==> src/rtl/if_id_skid_reg.sv <==
// Two-entry IF/ID skid buffer: a registered head plus a skid slot, so the
// ready seen by fetch never depends on decode's ready in the same cycle.
module if_id_skid_reg #(
    parameter int                  NB_DATA  = 32,
    parameter int                  NB_PC    = 7,
    parameter logic [NB_DATA-1:0]  NOP_WORD = 32'h0000_0000,
    parameter int                  NB_CNT   = 8
) (
    input  logic               clock_i,
    input  logic               reset_i,
    input  logic               en_pipeline_i,
    input  logic               flush_i,
    input  logic               in_valid_i,
    output logic               in_ready_o,
    input  logic [NB_PC-1:0]   pc_i,
    input  logic [NB_DATA-1:0] instruction_i,
    output logic               out_valid_o,
    input  logic               out_ready_i,
    output logic [NB_PC-1:0]   pc_o,
    output logic [NB_DATA-1:0] instruction_o,
    output logic [1:0]         occupancy_o,
    output logic [NB_CNT-1:0]  flush_drops_o
);

    typedef enum logic [1:0] {EMPTY, ONE, TWO} state_t;

    typedef struct packed {
        logic [NB_PC-1:0]   pc;
        logic [NB_DATA-1:0] instr;
    } entry_t;

    localparam entry_t BUBBLE = '{pc: '0, instr: NOP_WORD};

    state_t              state;
    entry_t              head;
    entry_t              skid;
    entry_t              in_entry;
    logic                push;
    logic                pop;
    logic [NB_CNT:0]     drops_sum;
    logic [NB_CNT-1:0]   flush_drops;

    assign in_entry    = '{pc: pc_i, instr: instruction_i};
    assign in_ready_o  = en_pipeline_i & (state != TWO);
    assign push        = in_valid_i & in_ready_o;
    assign pop         = out_valid_o & out_ready_i & en_pipeline_i;

    assign pc_o          = head.pc;
    assign instruction_o = head.instr;
    assign flush_drops_o = flush_drops;

    // One extra bit catches the wrap so the counter can pin at all-ones.
    assign drops_sum = {1'b0, flush_drops} + (NB_CNT+1)'(occupancy_o);

    // Pipeline registers in this core update on the falling edge.
    always_ff @(negedge clock_i) begin
        if (reset_i) begin
            state       <= EMPTY;
            head        <= BUBBLE;
            skid        <= BUBBLE;
            out_valid_o <= 1'b0;
            occupancy_o <= 2'd0;
            flush_drops <= '0;
        end else if (flush_i) begin
            state       <= EMPTY;
            head        <= BUBBLE;
            skid        <= BUBBLE;
            out_valid_o <= 1'b0;
            occupancy_o <= 2'd0;
            flush_drops <= drops_sum[NB_CNT] ? {NB_CNT{1'b1}} : drops_sum[NB_CNT-1:0];
        end else if (en_pipeline_i) begin
            case (state)
                EMPTY: begin
                    if (push) begin
                        state       <= ONE;
                        head        <= in_entry;
                        out_valid_o <= 1'b1;
                        occupancy_o <= 2'd1;
                    end
                end
                ONE: begin
                    if (push && pop) begin
                        head <= in_entry;
                    end else if (push) begin
                        state       <= TWO;
                        skid        <= in_entry;
                        occupancy_o <= 2'd2;
                    end else if (pop) begin
                        state       <= EMPTY;
                        head        <= BUBBLE;
                        out_valid_o <= 1'b0;
                        occupancy_o <= 2'd0;
                    end
                end
                TWO: begin
                    if (pop) begin
                        state       <= ONE;
                        head        <= skid;
                        occupancy_o <= 2'd1;
                    end
                end
                default: begin
                    state       <= EMPTY;
                    head        <= BUBBLE;
                    out_valid_o <= 1'b0;
                    occupancy_o <= 2'd0;
                end
            endcase
        end
    end

endmodule
==> config.mk <==
export PLATFORM = sky130hd
export DESIGN_NAME = if_id_skid_reg
export DESIGN_NICKNAME = d
export VERILOG_FILES = /design/src/rtl/if_id_skid_reg.sv
export SDC_FILE = /design/constraint.sdc
export NUM_CORES = 1
export LEC_CHECK = 0
export ABC_CLOCK_PERIOD_IN_PS = 1800
export CAP_MARGIN = 40
export CORE_UTILIZATION = 45
export CTS_CLUSTER_DIAMETER = 80
export DETAILED_ROUTE_END_ITERATION = 7
export HOLD_SLACK_MARGIN = 0.12
export MAX_ROUTING_LAYER = met4
export PLACE_DENSITY = 0.75
export SETUP_SLACK_MARGIN = 0.3
export SYNTH_ARGS = -nofsm -noshare
export SYNTH_HDL_FRONTEND = slang
export SYNTH_SLANG_ARGS = --single-unit
==> constraint.sdc <==
create_clock -name clock_i -period 1.8 [get_ports clock_i]
set_input_delay 0.36 -clock clock_i [delete_from_list [all_inputs] [get_ports clock_i]]
set_output_delay 0.36 -clock clock_i [all_outputs]
set_load 0.01 [all_outputs]
==> results.tsv, run 1 <==
stage	metric	value	unit
floorplanning	Starting Density	0.464	
clock_tree	# clock sinks	89	
sta	post-GRT worst EP	in_ready_o	
synth	Post-synth EDFFs	0	
floorplanning	Ports	96	
synth	Synth Instances	387	
outcome	tool error	[ERROR DPL-0038] Utilization greater than 100%, impossible to legalize	
synth	register area share after synthesis	0.497	
clock_tree	Hold-fix buffers, CTS	0	
placed_design	Port Buf Inserts	95	
synth	yosys warns	0	
synth	Post-synth top cells	89 x dfxtp_1, 84 x nand2_1, 49 x a21oi_1	
synth	syn nets	435	
synth	Main synth FF type	dfxtp_1	
floorplanning	row count	32	
sta	Worst EP kind	top-level output	
synth	Yosys reg bits	89	
synth	Synth top area share	0.497	
clock_tree	CTS H-tree depth	3	
placed_design	Placed Cells incl. Taps	613	
placed_design	Placer Congestion	0.857	
synth	synth top area cells	dfxtp_1 50%, nand2_1 8.8%, a22oi_1 8.0%, o2bb2ai_1 7.1%, a21oi_1 6.8%	
placed_design	hpwl dp	6.30	mm
synth	Synth Area per Inst	9.27	µm²
outcome	status	stopped before the end	
clock_tree	cts bufs inserted	9	
synth	synthesized area	3590	µm²
synth	distinct cell type count after synthesis	35	
clock_tree	Longest Clk Path Bufs	2	
placed_design	DP Area	5130	µm²
clock_tree	CTS Root Cell	clkbuf_8	
synth	Async SR Flop Fraction	0	
synth	top cell type by total area after synthesis	dfxtp_1	
grt	pin count of the biggest net entering global routing	40	
synth	count leader, synth	dfxtp_1	
floorplanning	Die Ht	91.3	µm
outcome	Fail Step	5_1_grt	
floorplanning	die span in x	91.3	µm
==> logic make-up after synthesis <==
| kind of cell | count (synthesis) | share of synthesized area |
|---|---|---|
| AOI/OAI and AO/OA | 140 | 0.291 |
| xor gates and xnor gates | 3 | 0.00733 |
| buffers and inverters | 38 | 0.0544 |
| muxes | 3 | 0.00872 |
| and+or+nand+nor | 111 | 0.129 |
| DFF | 89 | 0.497 |
| adders and majority gates | 3 | 0.0126 |
==> stage by stage <==
stage	hold slack, ns	setup slack, ns	utilization	TNS [ns]
2_1_floorplan	0.436	-0.532	-	-37.81
3_3_place_gp	0.437	-0.982	0.664	-99.82
3_5_place_dp	0.437	-1.04	0.664	-102.46
4_1_cts	0.455	-0.592	0.906	-37.94
==> repair_timing <==
item | CTS
resized for setup | 467
buffers inserted | 28
gates cloned | 16
setup endpoints to repair | 140
hold endpoints to repair | 0
pin swaps | 86
==> run 2: changes to the inputs <==
CORE_UTILIZATION = 30   (was 45)
CTS_CLUSTER_DIAMETER = not set   (was 80)
HOLD_SLACK_MARGIN = not set   (was 0.12)
MAX_ROUTING_LAYER = not set   (was met4)
PLACE_DENSITY = not set   (was 0.75)
PLACE_DENSITY_LB_ADDON = 0.15   (was not set)
SETUP_SLACK_MARGIN = not set   (was 0.3)
==> run 2 against run 1 <==
  * The flow now finishes, with violations (DRC, setup timing)
  * Synthesized cell count unchanged
  * Synthesized area unchanged
==> results.tsv, run 2 <==
stage	metric	value	unit
setup_path	Reg-to-Reg Start	state[1]	
synth	Synth Instances	387	
pwr	Cell Pwr Density	718	nW/µm²
floorplanning	Die ar.	12400	µm²
sta	setup_tns	-39.48	ns
placed_design	Placed Cells incl. Taps	654	
sta	Setup Skew	0.0316	ns
clock_tree	CTS H-tree depth	3	
synth	top cell type by total area after synthesis	dfxtp_1	
floorplanning	Ports	96	
sta	WHS	0.456	ns
finish	max FFs per register	39	
synth	Post-synth top cells	89 x dfxtp_1, 84 x nand2_1, 49 x a21oi_1	
floorplanning	Starting Density	0.311	
run	maxcap violations	0	
synth	register area share after synthesis	0.497	
synth	Yosys reg bits	89	
outcome	failing checks	DRC, setup timing	
floorplanning	Die Ht	111	µm
placed_design	Port Buf Inserts	95	
setup_path	critical path's top delay family	flip-flops	
finish	most common cell after layout, fill and taps aside	inv_1	
finish	final cell count without fillers	813	
setup_path	CP endpoint kind	output pin	
setup_path	origin of the worst setup path	state[1]	
setup_path	Max stage delay on crit path	0.31	ns
drt	Post-route DRC	8	
sta	Slew HR	0.684	
synth	Synth Area per Inst	9.27	µm²
placed_design	Placer Congestion	0.836	
synth	synthesized area	3590	µm²
drt	router iterations before antenna repair	6	
synth	yosys warns	0	
drt	Vias/cell	5.06	
finish	diode count	0	
setup_path	critical path's slowest cell	dfxtp_2	
placed_design	setup slack at placement	-1.05	ns
synth	Synth top area share	0.497	
setup_path	WP data arrival	1.98	ns
finish	layout cells sized above 1	0.581	
synth	Post-synth EDFFs	0	
grt	number of global-route vias before repair	4326	
synth	synth top area cells	dfxtp_1 50%, nand2_1 8.8%, a22oi_1 8.0%, o2bb2ai_1 7.1%, a21oi_1 6.8%	
synth	Async SR Flop Fraction	0	
sta	Final WS setup	-0.544	ns
drt	ANT nets after route	0	
sta	Setup Viol. Count Final	132	
sta	max-slew violations	0	
clock_tree	worst skew pair latency	0.43	ns
sta	worst-margin pin slew	0.475	ns
clock_tree	CTS tree	yes	
placed_design	hpwl dp	6.52	mm
finish	Top reg by flops	skid	
grt	pin count of the biggest net entering global routing	40	
synth	Main synth FF type	dfxtp_1	
synth	distinct cell type count after synthesis	35	
clock_tree	Hold-fix buffers, CTS	0	
finish	nets@finish	713	
clock_tree	CTS Root Cell	clkbuf_16	
setup_path	CP cell instances	nor2b_4 -> nor2b_2 -> buf_6	
pwr	Peak supply drop	0.000486	V
setup_path	crit start category	flop	
setup_path	Setup Crit Path Kind	reg -> out	
setup_path	Bufs and invs on worst path	1	
clock_tree	Longest Clk Path Bufs	2	
setup_path	CP required	1.44	ns
min_path	Hold/Removal Path Class	reg -> reg	
finish	growth of design area from synthesis to finish	108	%
min_path	hold_sp	skid[14]	
drt	Vias	4116	
grt	first-pass GRT wire length	20.8	mm
finish	most frequent cells in the layout	91 x inv_1, 74 x buf_4, 66 x buf_6	
drt	wire length per cell	17.3	µm
pwr	cell leakage power	3.24	nW
outcome	status	finished, violations left	
sta	Fin. Hold Viols	0	
synth	count leader, synth	dfxtp_1	
clock_tree	# clock sinks	89	
floorplanning	Core ar.	11500	µm²
clock_tree	clk slew on worst S/H paths	0.04	ns
floorplanning	row count	39	
grt	Total GRT Usage	0.212	
floorplanning	die span in x	111	µm
drt	Iteration-0 DRC Markers	181	
clock_tree	cts bufs inserted	9	
drt	Total Wirelength	14.0	mm
sta	RSZ-0062 raised after global routing	true	
setup_path	critical path peak fanout	2	
synth	syn nets	435	
grt	GRT overflow	0	
grt	initial antenna violation count	0	
[run 2: worst register-to-register path, cell delays in order (launching register included)]
cell and delay, ns:
dfxtp_2 0.32, nor2b_4 0.16, buf_4 0.12, buf_4 0.40
nand2_1 0.20, a31oi_4 0.30, buf_6 0.17, buf_12 0.15
o2bb2ai_4 0.12
[run 2: repair_timing]
| item | CTS | global route |
|---|---|---|
| resized for setup | 453 | 120 |
| setup buffers | 29 | 21 |
| endpoints found under the setup margin | 140 | 140 |
| pin swaps | 71 | 44 |
| cloned | 13 | 3 |
[run 2: worst paths after layout]
kind	to	slack (ns)	cells after the start
hold / removal	skid[14]	0.46	2
setup reg to reg	instruction_o[18]	-0.23	8
hold reg to reg	skid[14]	0.46	2
setup / recovery	in_ready_o	-0.54	3
[run 2: logic make-up after synthesis]
family,count (synthesis),share of synthesized area
compound gates,140,0.291
simple gates,111,0.129
flops,89,0.497
buf+inv,38,0.0544
xor+xnor,3,0.00733
mux,3,0.00872
fa+ha+maj,3,0.0126
[run 2: metal layers]
metal | up-vias | GRT usage | share of wire
met5 | - | 0 | 0
met1 | 1989 | 0.245 | 0.41
met2 | 140 | 0.344 | 0.51
li1 | 1962 | - | -
met4 | 0 | 0.124 | 0.023
met3 | 25 | 0.0680 | 0.055
[run 2: layout make-up]
class / instances / area [µm²]
clock buffers: 9 / 225
clock inverters: 96 / 395
fillers: 849 / 4070
inverters: 4 / 15.0
multi-input cells: 260 / 2440
flip-flops and latches: 89 / 1850
well taps: 143 / 179
repair buffers: 212 / 2340
[run 2: power breakdown]
group          total [W]  internal [W]  switching [W]
logic           0.000604      0.000333       0.000271
clock network    0.00271       0.00123        0.00147
registers        0.00204       0.00201      0.0000235
[run 2: through the flow]
stage	utilization	power, W	instance area [µm²]
final	0.647	0.00535	7450
after global routing	0.647	0.00568	7450
after CTS	0.604	0.00533	6950
after detailed placement	0.444	0.00278	5120
after global placement	0.444	0.00278	5120
after floorplan	-	0.00254	3700
Note: power is estimated with default switching activity, not from simulation.
==> RTL change 1 (flow settings as in run 2) <==
Re-encode `state_t` (3 states) as one-hot, 3 bits wide.
--- a/src/rtl/if_id_skid_reg.sv
+++ b/src/rtl/if_id_skid_reg.sv
@@ -22,7 +22,7 @@
     output logic [NB_CNT-1:0]  flush_drops_o
 );
 
-    typedef enum logic [1:0] {EMPTY, ONE, TWO} state_t;
+    typedef enum logic [2:0] {EMPTY = 3'b001, ONE = 3'b010, TWO = 3'b100} state_t;
 
     typedef struct packed {
         logic [NB_PC-1:0]   pc;
Behaviour: no difference found for any inputs over 4 cycles, from zero or initial values and one cycle with reset_i high; so few cycles prove little.
==> RTL change 1 against run 2 <==
  * The flow finishes with violations (negative setup slack)
  * Power rose by 6.0%
  * Setup slack worse by 210 ps
  * Wire length rose by 14%
  * Cell area is 11% higher
  * Global-route usage grew 2.1 points
  * Clock power grew 7.7%
  * Area after synthesis increased by 11%
  * Sequential cell count rose by 1
  * Sequential share of layout area down 2.3 points
  * Sequential power about the same
  * Via count rose by 15%
  * Largest cell class unchanged
  * Highest routed layer unchanged
==> RTL change 1: results <==
group,metric,value,unit
power,p_leak,0.00359,uW
placement,routabilityCongestion,0.821,
yosys,synth-seq-area-share,0.453,
worst_setup_path,crit_slowest_cell,"dfxtp_1",
final_layout,final_layout_size_suffix_gt1_frac,0.581,
yosys,syn_area_per_cell,8.96,um^2
detailed_routing,drt_first_pass_iters,4,
placement,dp_hpwl,7.93,mm
power,power_switching,1740,uW
worst_setup_path,arrival,2190,ps
sta,relSlewSlack,0.650,
sta,setup_slack,-753,ps
sta,tns,-45270,ps
run_status,status,"finished with violations",
yosys,synthesis.nets,492,
sta,setup_viol,139,
worst_setup_path,reg2reg_slack,-300,ps
run_status,violations,"negative setup slack",
detailed_routing,vias_per_cell,5.07,
sta,holdWs,460,ps
yosys,ys_top_cells_by_area,"dfxtp_1 (45%), a21oi_1 (11%), a22o_1 (8.6%)",
final_layout,final_net_count,804,
yosys,ys_top_cells_by_count,"dfxtp_1 (90), a21oi_1 (88), nand2_1 (85), a22o_1 (39), o2bb2ai_1 (29)",
placement,placedCellCount,777,
grt,grt_max_degree,42,
sta,fin_skew,34.7,ps
power,irDropWorstVdd,0.000508,V
detailed_routing,vias,4734,
yosys,yosysUniqueCellTypes,43,
-- RTL change 1: cell families after synthesis --
group           after synthesis  share of synthesized area
compound gates              181                      0.330
simple gates                114                      0.131
flops                        90                      0.453
buf+inv                      49                     0.0595
xor+xnor                      5                     0.0110
fa+ha+maj                     3                     0.0113
mux                           2                    0.00503
-- RTL change 1: power by group through the flow --
stage / clock network, uW / registers (uW) / logic (uW)
floorplan: 306 / 2070 / 230
global placement: 306 / 2060 / 524
detailed placement: 306 / 2060 / 529
CTS: 3010 / 2040 / 680
global route: 3240 / 2030 / 757
finish: 2920 / 2040 / 715
-- RTL change 1: area by class of cell --
class,instances,area (um^2)
fillers,996,4490
multi-input cells,305,2810
repair buffers,255,2710
flip-flops and latches,90,1870
clock inverters,97,437
clock buffers,9,225
well taps,172,215
inverters,5,18.8
-- RTL change 1: critical path, delay by kind of cell (launching register included) --
| kind | cells | cell delay (ps) |
|---|---|---|
| buffers and inverters | 2 | 250 |
| DFF | 1 | 330 |
| and+or+nand+nor | 2 | 300 |
-- RTL change 1: repair_timing --
action / in CTS / in global routing
setup buffers: 24 / 23
endpoints found under the setup margin: 141 / 140
pin swaps: 84 / 23
gates cloned: 13 / 1
hold endpoints to repair: 0 / 0
resized for setup: 516 / 78
-- RTL change 1: path summary, 6_finish.rpt --
path                                                   from                   end  depth (start not counted)
worst max-delay path                  state[0]$_SDFFE_NP1P_            in_ready_o                          4
worst max register to register  occupancy_o[1]$_SDFFE_NP0P_  pc_o[1]$_SDFFE_NP0P_                         10
worst min-delay path                   skid[2]$_SDFFE_NP0P_  skid[2]$_SDFFE_NP0P_                          2
worst min register to register         skid[2]$_SDFFE_NP0P_  skid[2]$_SDFFE_NP0P_                          2
-- RTL change 1: per-layer routing --
metal	up-vias	GRT usage	wire, um	share of wire
met4	0	0.125	247	0.015
met2	129	0.378	7980	0.50
met3	24	0.0865	854	0.053
met1	2334	0.267	6920	0.43
met5	-	0	0	0
li1	2247	-	-	-
-- RTL change 1: stage by stage --
stage	setup slack (ps)	utilization	power [uW]	cell area (um^2)
6_report	-753	0.649	5670	8290
5_1_grt	-798	0.649	6040	8290
4_1_cts	-746	0.622	5730	7950
3_5_place_dp	-1210	0.460	2890	5870
3_3_place_gp	-1180	0.460	2890	5870
2_1_floorplan	-619	-	2600	4140
==> RTL change 2 (config.mk and constraints of run 2) <==
Without the edit above. Set the parameter `NB_PC` to 14 (it was 7).
--- a/src/rtl/if_id_skid_reg.sv
+++ b/src/rtl/if_id_skid_reg.sv
@@ -2,7 +2,7 @@
 // ready seen by fetch never depends on decode's ready in the same cycle.
 module if_id_skid_reg #(
     parameter int                  NB_DATA  = 32,
-    parameter int                  NB_PC    = 7,
+    parameter int                  NB_PC    = 14,
     parameter logic [NB_DATA-1:0]  NOP_WORD = 32'h0000_0000,
     parameter int                  NB_CNT   = 8
 ) (
Interface: changed (resized pc_i and pc_o); port bits go from 96 to 110. No check against the original RTL was run, so the function may have changed too.
==> RTL change 2 against run 2 <==
  * The run ends with negative setup slack left
  * Cell area up 26%
  * Count of clock-buffer cells in the layout unchanged
  * Sequential power up 16%
  * Die area up 31%
  * Area after synthesis up 31%
  * Sequential cell count up 14
  * Setup slack better by 46 ps
  * Power up 17%
  * Wire length up 33%
  * Critical path type unchanged
  * Largest cell class unchanged
==> RTL change 2: results <==
group,metric,value,unit
worst_setup_path,reg2reg_slack,-210,ps
cts,clockBufferDepth,2,
power,pg_seq,2360,uW
placement,place_ws,-1110,ps
grt,grt_pass1_vias,5748,
hold_path,min_from,"skid[1]$_SDFFE_NP0P_",
sta,holdWs,463,ps
sta,setup_viol,159,
detailed_routing,wirelength,18.6,mm
yosys,synth_xor_xnor_area_share,0.00558,
yosys,synthAdderAreaFrac,0.00957,
grt,grt_max_degree,56,
power,power_switching,2020,uW
placement,routabilityCongestion,0.758,
placement,io_buffers,109,
sta,relSlewSlack,0.636,
power,irDropWorstVdd,0.000498,V
power,p_leak,0.00396,uW
yosys,synth_compound_area_frac,0.239,
worst_setup_path,regToRegEndpoint,"instruction_o[19]$_SDFFE_NP0P_",
cts,clock_latency,430,ps
power,power_frac_comb,0.147,
grt,grt_first_pass_wirelength,28.7,mm
yosys,synth_mux_area_frac,0.100,
yosys,syn_area_per_cell,8.83,um^2
sta,fin_skew,16.1,ps
detailed_routing,drt_first_pass_iters,4,
detailed_routing,drtIter0Drc,221,
final_layout,largest_register_ffs,46,
hold_path,worst_hold_path.endpoint,"skid[1]$_SDFFE_NP0P_",
detailed_routing,vias_per_cell,4.83,
sta,setup_slack,-498,ps
yosys,synthesis.nets,588,
yosys,synth-seq-area-share,0.438,
yosys,yosysUniqueCellTypes,42,
run_status,violations,"negative setup slack",
run_status,status,"finished with violations",
yosys,ys_top_cells_by_count,"dfxtp_1 (103), a21oi_1 (99), nand2_1 (94), nor2_1 (49), mux2i_1 (46)",
power,comb_power,917,uW
sta,tns,-51580,ps
grt,grt_use_total,0.233,
placement,placedCellCount,918,
==> RTL change 2: layout make-up <==
type                            instances  area, um^2
Clock buffer                            9         225
Clock inverter                        110         458
Fill cell                            1280        5890
Inverter                                5        18.8
Multi-Input combinational cell        380        3150
Sequential cell                       103        2150
Tap cell                              211         264
Timing Repair Buffer                  282        3100
==> RTL change 2: kinds of logic (layout without fill, tap and decap cells) <==
| family | after synthesis | in the layout |
|---|---|---|
| fa+ha+maj | 3 | 3 |
| simple gates | 164 | 164 |
| compound gates | 163 | 163 |
| xor+xnor | 3 | 3 |
| mux | 47 | 47 |
| buf+inv | 50 | 406 |
| flops | 103 | 103 |
==> RTL change 2: layer usage <==
metal / global-route usage / up-vias / share of wire
li1: - / 2587 / -
met3: 0.0724 / 22 / 0.038
met1: 0.265 / 2565 / 0.43
met5: 0 / - / 0
met4: 0.137 / 0 / 0.019
met2: 0.386 / 135 / 0.51
==> RTL change 2: how the worst max path moves through the flow <==
stage,endpoint,start,slack [ps]
floorplan,instruction_o[16]$_SDFFE_NP0P_,flush_i,-650
global placement,instruction_o[13]$_SDFFE_NP0P_,in_valid_i,-1060
detailed placement,instruction_o[26]$_SDFFE_NP0P_,out_ready_i,-1110
CTS,in_ready_o,state[0]$_SDFFE_NP0P_,-500
global route,in_ready_o,state[0]$_SDFFE_NP0P_,-550
finish,in_ready_o,state[0]$_SDFFE_NP0P_,-500
==> RTL change 2: repair_timing <==
action                                 CTS  global route
setup buffers                           30            25
setup endpoints to repair              161           160
cloned                                  18             0
pin swaps                               35            19
endpoints found under the hold margin    0             0
resized for setup                      500            89
==> RTL change 2: worst max-delay path, stage by stage (launching register included) <==
cell      delay (ps)
dfxtp_2          330
inv_2             50
a21boi_4         120
buf_6            110
